File: src/rtl/store_queue_ctrl_if.sv
// Store-queue interface: the execute-side store handshake, the memory write port,
// and the drain/status signals, bundled so the controller and its environment share one definition.
interface store_queue_ctrl_if #(
    parameter int DEPTH = 4,
    parameter int AW    = 32
);
    localparam int CW = $clog2(DEPTH + 1);

    logic          st_valid;
    logic          st_ready;
    logic [AW-1:0] st_addr;
    logic [31:0]   st_data;
    logic [1:0]    st_sel;

    logic          drain_req;
    logic          drained;

    logic          mem_req;
    logic          mem_gnt;
    logic [AW-1:0] mem_addr;
    logic [31:0]   mem_wdata;
    logic [3:0]    mem_be;

    logic          misalign_err;
    logic [CW-1:0] count;
    logic          empty;

    modport slave (
        input  st_valid, st_addr, st_data, st_sel, drain_req, mem_gnt,
        output st_ready, drained, mem_req, mem_addr, mem_wdata, mem_be,
               misalign_err, count, empty
    );

    modport master (
        output st_valid, st_addr, st_data, st_sel, drain_req, mem_gnt,
        input  st_ready, drained, mem_req, mem_addr, mem_wdata, mem_be,
               misalign_err, count, empty
    );
endinterface

File: src/rtl/store_queue_ctrl.sv
// Store queue between execute and memory: formats sub-word stores into lane-replicated
// words with byte enables, issues them in order, and supports a drain handshake for fences.
module store_queue_ctrl #(
    parameter int DEPTH = 4,
    parameter int AW    = 32
) (
    input  logic              clk,
    input  logic              reset_n,
    store_queue_ctrl_if.slave sq
);
    localparam int PW = $clog2(DEPTH);
    localparam int CW = $clog2(DEPTH + 1);

    if (DEPTH < 2 || DEPTH > 16 || (DEPTH & (DEPTH - 1)) != 0) begin : gBadDepth
        $error("store_queue_ctrl: DEPTH must be a power of two in 2..16");
    end

    typedef enum logic {
        RUN   = 1'b0,
        DRAIN = 1'b1
    } state_e;

    state_e        state_q, state_d;
    logic [PW-1:0] wrPtr_q, wrPtr_d;
    logic [PW-1:0] rdPtr_q, rdPtr_d;
    logic [CW-1:0] count_q, count_d;
    logic          misErr_q, misErr_d;
    logic          armed_q, armed_d;

    logic [AW-3:0] addrMem [DEPTH];
    logic [31:0]   dataMem [DEPTH];
    logic [3:0]    beMem   [DEPTH];

    logic          full;
    logic          ready;
    logic          memReq;
    logic          accept;
    logic          misaligned;
    logic          push;
    logic          pop;
    logic          drainTrig;
    logic          drainDone;
    logic [31:0]   fmtData;
    logic [3:0]    fmtBe;

    always_comb begin
        fmtData    = sq.st_data;
        fmtBe      = 4'b1111;
        misaligned = 1'b0;
        case (sq.st_sel)
            2'b10: begin
                fmtData = {4{sq.st_data[7:0]}};
                fmtBe   = 4'b0001 << sq.st_addr[1:0];
            end
            2'b01: begin
                fmtData    = {2{sq.st_data[15:0]}};
                fmtBe      = sq.st_addr[1] ? 4'b1100 : 4'b0011;
                misaligned = sq.st_addr[0];
            end
            default: begin
                misaligned = (sq.st_addr[1:0] != 2'b00);
            end
        endcase
    end

    // Space freed by a pop only becomes visible next cycle, keeping st_ready off the mem_gnt path.
    assign full   = (count_q == CW'(DEPTH));
    assign ready  = !full && (state_q == RUN);
    assign memReq = (count_q != '0);
    assign accept = sq.st_valid && ready;
    assign push   = accept && !misaligned;
    assign pop    = memReq && sq.mem_gnt;

    always_comb begin
        wrPtr_d  = wrPtr_q + PW'(push);
        rdPtr_d  = rdPtr_q + PW'(pop);
        count_d  = count_q + CW'(push) - CW'(pop);
        misErr_d = accept && misaligned;
    end

    always_comb begin
        state_d   = state_q;
        drainDone = 1'b0;
        armed_d   = armed_q;
        drainTrig = sq.drain_req && armed_q && (state_q == RUN);
        case (state_q)
            RUN: begin
                if (drainTrig) begin
                    state_d = DRAIN;
                end
            end
            DRAIN: begin
                if (count_q == '0) begin
                    state_d   = RUN;
                    drainDone = 1'b1;
                end
            end
        endcase
        // A held drain_req must be seen low once before it may start another drain.
        if (!sq.drain_req) begin
            armed_d = 1'b1;
        end else if (drainTrig) begin
            armed_d = 1'b0;
        end
    end

    always_ff @(posedge clk or negedge reset_n) begin
        if (!reset_n) begin
            state_q  <= RUN;
            wrPtr_q  <= '0;
            rdPtr_q  <= '0;
            count_q  <= '0;
            misErr_q <= 1'b0;
            armed_q  <= 1'b1;
        end else begin
            state_q  <= state_d;
            wrPtr_q  <= wrPtr_d;
            rdPtr_q  <= rdPtr_d;
            count_q  <= count_d;
            misErr_q <= misErr_d;
            armed_q  <= armed_d;
        end
    end

    // Entry storage needs no reset: count gates every read of it.
    always_ff @(posedge clk) begin
        if (push) begin
            addrMem[wrPtr_q] <= sq.st_addr[AW-1:2];
            dataMem[wrPtr_q] <= fmtData;
            beMem[wrPtr_q]   <= fmtBe;
        end
    end

    assign sq.st_ready     = ready;
    assign sq.mem_req      = memReq;
    assign sq.mem_addr     = {addrMem[rdPtr_q], 2'b00};
    assign sq.mem_wdata    = dataMem[rdPtr_q];
    assign sq.mem_be       = beMem[rdPtr_q];
    assign sq.misalign_err = misErr_q;
    assign sq.drained      = drainDone;
    assign sq.count        = count_q;
    assign sq.empty        = (count_q == '0);

endmodule

File: src/flat_wrapper.sv
// flat-port wrapper written by rule: the top's interface ports become plain ports
module store_queue_ctrl_flat 
#(
    parameter int DEPTH = 4,
    parameter int AW    = 32
)
  (clk, reset_n, sq_st_valid, sq_st_addr, sq_st_data, sq_st_sel, sq_drain_req, sq_mem_gnt, sq_st_ready, sq_drained, sq_mem_req, sq_mem_addr, sq_mem_wdata, sq_mem_be, sq_misalign_err, sq_count, sq_empty);
  store_queue_ctrl_if #(.DEPTH(DEPTH), .AW(AW)) sq_i ();
  input  logic clk;
  input  logic reset_n;
  input wire logic [$bits(sq_i.st_valid)-1:0] sq_st_valid;
  input wire logic [$bits(sq_i.st_addr)-1:0] sq_st_addr;
  input wire logic [$bits(sq_i.st_data)-1:0] sq_st_data;
  input wire logic [$bits(sq_i.st_sel)-1:0] sq_st_sel;
  input wire logic [$bits(sq_i.drain_req)-1:0] sq_drain_req;
  input wire logic [$bits(sq_i.mem_gnt)-1:0] sq_mem_gnt;
  output wire logic [$bits(sq_i.st_ready)-1:0] sq_st_ready;
  output wire logic [$bits(sq_i.drained)-1:0] sq_drained;
  output wire logic [$bits(sq_i.mem_req)-1:0] sq_mem_req;
  output wire logic [$bits(sq_i.mem_addr)-1:0] sq_mem_addr;
  output wire logic [$bits(sq_i.mem_wdata)-1:0] sq_mem_wdata;
  output wire logic [$bits(sq_i.mem_be)-1:0] sq_mem_be;
  output wire logic [$bits(sq_i.misalign_err)-1:0] sq_misalign_err;
  output wire logic [$bits(sq_i.count)-1:0] sq_count;
  output wire logic [$bits(sq_i.empty)-1:0] sq_empty;
  assign sq_i.st_valid = sq_st_valid;
  assign sq_i.st_addr = sq_st_addr;
  assign sq_i.st_data = sq_st_data;
  assign sq_i.st_sel = sq_st_sel;
  assign sq_i.drain_req = sq_drain_req;
  assign sq_i.mem_gnt = sq_mem_gnt;
  assign sq_st_ready = sq_i.st_ready;
  assign sq_drained = sq_i.drained;
  assign sq_mem_req = sq_i.mem_req;
  assign sq_mem_addr = sq_i.mem_addr;
  assign sq_mem_wdata = sq_i.mem_wdata;
  assign sq_mem_be = sq_i.mem_be;
  assign sq_misalign_err = sq_i.misalign_err;
  assign sq_count = sq_i.count;
  assign sq_empty = sq_i.empty;
  store_queue_ctrl #(.DEPTH(DEPTH), .AW(AW)) u_core (.clk(clk), .reset_n(reset_n), .sq(sq_i));
endmodule
File: config.mk
export PLATFORM = sky130hd
export DESIGN_NAME = store_queue_ctrl_flat
export DESIGN_NICKNAME = d
export VERILOG_FILES = /design/src/rtl/store_queue_ctrl_if.sv /design/src/rtl/store_queue_ctrl.sv /design/src/flat_wrapper.sv
export SDC_FILE = /design/constraint.sdc
export NUM_CORES = 1
export LEC_CHECK = 0
export ABC_AREA = 1
export ABC_CLOCK_PERIOD_IN_PS = 5800
export BUFFER_PORTS_ARGS = -buffer_cell sky130_fd_sc_hd__buf_2
export CAP_MARGIN = 20
export CELL_PAD_IN_SITES_DETAIL_PLACEMENT = 0
export CELL_PAD_IN_SITES_GLOBAL_PLACEMENT = 1
export CORE_MARGIN = 2
export CORE_UTILIZATION = 33
export DETAILED_ROUTE_END_ITERATION = 8
export PLACE_DENSITY_LB_ADDON = 0.1
export SLEW_MARGIN = 15
export SYNTH_ARGS = -nofsm -noshare
export SYNTH_HDL_FRONTEND = slang
export SYNTH_SLANG_ARGS = --single-unit
File: constraint.sdc
create_clock -name clk -period 5.8 [get_ports clk]
set_input_delay 0.87 -clock clk [delete_from_list [all_inputs] [get_ports clk]]
set_output_delay 0.87 -clock clk [all_outputs]
set_load 0.03 [all_outputs]
==> impl_metrics.py <==
metrics = {
    "floorplan": {
        "initial_core_util_pct": 33.2,
        "die_x_um": 184,
        "core.rowCount": 66,
        "die_y_um": 184,
        "ios": 147,
        "core_area_mm2": 0.0323,
        "die_area_mm2": 0.0340,
    },
    "placement": {
        "place_hpwl_um": 15200,
        "io_buffers": 144,
        "placedInstanceArea_mm2": 0.0118,
        "place.gp.congestion": 0.729,
        "place_inst": 1334,
        "post-place-ws_ns": 2.51,
    },
    "sta": {
        "fin_ws_ns": 1.97,
        "hold_violations": 0,
        "relSlewSlack_pct": 33.8,
        "worst_pin_slew_ns": 0.993,
        "period_share_pct": 66.0,
        "slew_viol_final": 0,
        "max_freq_mhz": 261,
        "setup_viol": 0,
        "rsz0062_at_grt": "no",
        "fin_skew_ns": 0.0135,
        "totalNegativeSetupSlack_ns": 0,
        "min_period_ns": 3.83,
    },
    "clock_tree": {
        "cts.sinks": 274,
        "clock_latency_ns": 0.56,
        "holdBufCountCts": 0,
        "clk_pin_slew_ns": 0.06,
        "cts_setup_buffers": 0,
        "root_buffer": "clkbuf_16",
        "numCtsBuffers": 31,
        "cts_max_level": 1,
        "clockBufferDepth": 3,
        "cts_resized": 0,
        "cts_tree": "done",
    },
    "setup_path": {
        "cp_slowest_stage_delay_ns": 0.87,
        "r2r-start": "u_core.sq.count[1]",
        "crit_path_max_fanout": 70,
        "cpMaxStageDelayCell": "dfrtp_4",
        "r2r_slack_ns": 3.58,
        "path_depth": 4,
        "r2r_cells": 5,
        "crit_family": "buffers and inverters",
        "critical_path_buf_inv_count": 2,
        "endpoint": "sq_mem_addr[10]",
        "r2r-end": "u_core.addrMem[0][1]",
        "worstPathArrival_ns": 2.96,
        "worstPathCellList": "buf_4, o21ai_0, o22ai_1, buf_2",
        "cp-end-kind": "primary output",
        "start_kind": "flop",
        "worstSetupStartpoint": "u_core.rdPtr_q[0]",
        "crit_type": "reg -> out",
        "cp.required_ns": 4.93,
    },
    "synthesis": {
        "ys.flop_type": "edfxtp_1",
        "ys_seq_area_share_pct": 76.3,
        "synth.most_common_cell": "edfxtp_1",
        "yosys_warnings": 0,
        "yosysTopAreaCell": "edfxtp_1",
        "yosysTopAreaCellShare_pct": 73.9,
        "synth_seq_cells": 274,
        "synth-edff-count": 264,
        "syn_area_mm2": 0.0107,
        "async_flop_share_pct": 3.65,
        "syn_avg_cell_area_um2": 13.7,
        "synthTopCellsByCount": "264 x edfxtp_1, 139 x o21ai_0, 137 x nor2_1",
        "synth_area_leaders": "edfxtp_1 74%, o21ai_0 6.5%, nor2_1 4.8%",
        "netlist_instances": 782,
        "synth.distinct_cells": 32,
    },
    "global_route": {
        "antenna_found_initial": 0,
        "grt_pass1_wl_um": 40100,
        "grt_start_max_net_pins": 134,
        "grt-ovfl-total": 0,
        "grt_pass1_vias": 6727,
        "grt_usage_pct": 15.7,
    },
    "cells_and_area": {
        "finalInstanceArea_mm2": 0.0129,
        "area_growth_pct": 20.1,
        "final_util_pct": 39.9,
        "finalNonFillerCells": 1391,
        "insertedDiodeCount": 0,
        "nNetsFinal": 1001,
        "drive_gt1_share_pct": 22.7,
    },
    "pwr": {
        "vdd_ir_drop_max_v": 0.000280,
        "powerDensity_mw_per_mm2": 528,
        "leakagePower_nw": 4.48,
    },
    "detailed_routing": {
        "drc": 0,
        "final_antenna_net_count": 0,
        "vias": 6689,
        "vias_per_cell": 4.81,
        "wl_per_cell_um": 19.3,
        "first_iter_violations": 413,
        "drtPass1Iterations": 7,
        "routed_wl_um": 26800,
    },
    "run": {
        "drv_cap": 0,
    },
    "hold_path": {
        "hold_class": "in -> async",
    },
    "status": {
        "status": "finished clean",
    },
}
-- layout make-up --
class	count	area (um^2)
clock buffers	36	795
clock inverters	21	264
fillers	3069	19400
inverters	15	61.3
multi-input cells	445	2190
flip-flops and latches	274	8180
well taps	442	553
repair buffers	158	826
-- placed cells by master (no fill, tap or decap), drive strengths merged --
master / count
a21oi: 4
a31oi: 1
buf: 158
bufinv: 6
clkbuf: 36
clkinv: 12
clkinvlp: 3
conb: 2
dfrtp: 9
dfstp: 1
edfxtp: 264
fa: 1
ha: 4
inv: 15
nand2: 52
nand3: 10
nand4: 1
nor2: 138
nor3: 4
o211ai: 12
o21ai: 142
o22ai: 66
o31ai: 4
xnor2: 1
xor2: 3
-- worst min-delay path by stage --
stage                    from                     end  slack, ns  cells past startpoint
3_3_place_gp   u_core.armed_q          u_core.armed_q       0.44                      2
4_1_cts               reset_n  u_core.sq.misalign_err       0.15                      1
3_5_place_dp   u_core.armed_q          u_core.armed_q       0.45                      2
6_report              reset_n       u_core.rdPtr_q[0]       0.17                      1
2_1_floorplan  u_core.armed_q          u_core.armed_q       0.43                      2
5_1_grt               reset_n  u_core.sq.misalign_err       0.17                      1
-- layer usage --
layer  routed length [um]  track usage (%)  vias to the layer above
li1                     -                -                     3200
met1                12000             20.6                     3281
met2                12900             27.1                      166
met3                 1240             2.57                       42
met4                  613             4.16                        0
met5                    0                0                        -
-- cell families after synthesis --
kind of cell	count (synthesis)	synth area share [%]
XOR/XNOR	4	0.327
other	1	0.0350
AO/OA/AOI/OAI	229	11.8
AND/OR/NAND/NOR	205	7.39
adder cells (fa/ha/maj)	5	0.653
flip-flops	274	76.3
buffers and inverters	64	3.49
-- registers in the layout (all words and copies together) (netlist names) --
register,cells
u_core.addrMem,120
u_core.rdPtr_q,2
u_core.sq.misalign_err,1
u_core.state_q,1
u_core.armed_q,1
u_core.sq.count,3
u_core.wrPtr_q,2
u_core.beMem,16
u_core.dataMem,128
-- power by group --
part           switching (mW)  internal, mW
Clock                   0.768          1.24
Sequential              0.113          2.32
Combinational            1.76         0.598
Total                    2.64          4.16
-- through the flow --
| step | total power, mW | hold WS, ns |
|---|---|---|
| finish | 6.80 | 0.170 |
| global route | 7.18 | 0.170 |
| CTS | 6.92 | 0.152 |
| detailed placement | 4.89 | 0.449 |
| global placement | 4.89 | 0.445 |
| floorplan | 4.18 | 0.434 |
-- worst register-to-register path: stages, from the launching register on --
cell	delay, ns
dfrtp_1	0.39
inv_1	0.10
nand3_1	0.09
nand3_1	0.28
nor3_2	0.23
buf_4	0.72
No activity file was read; power rests on OpenSTA's default activity.
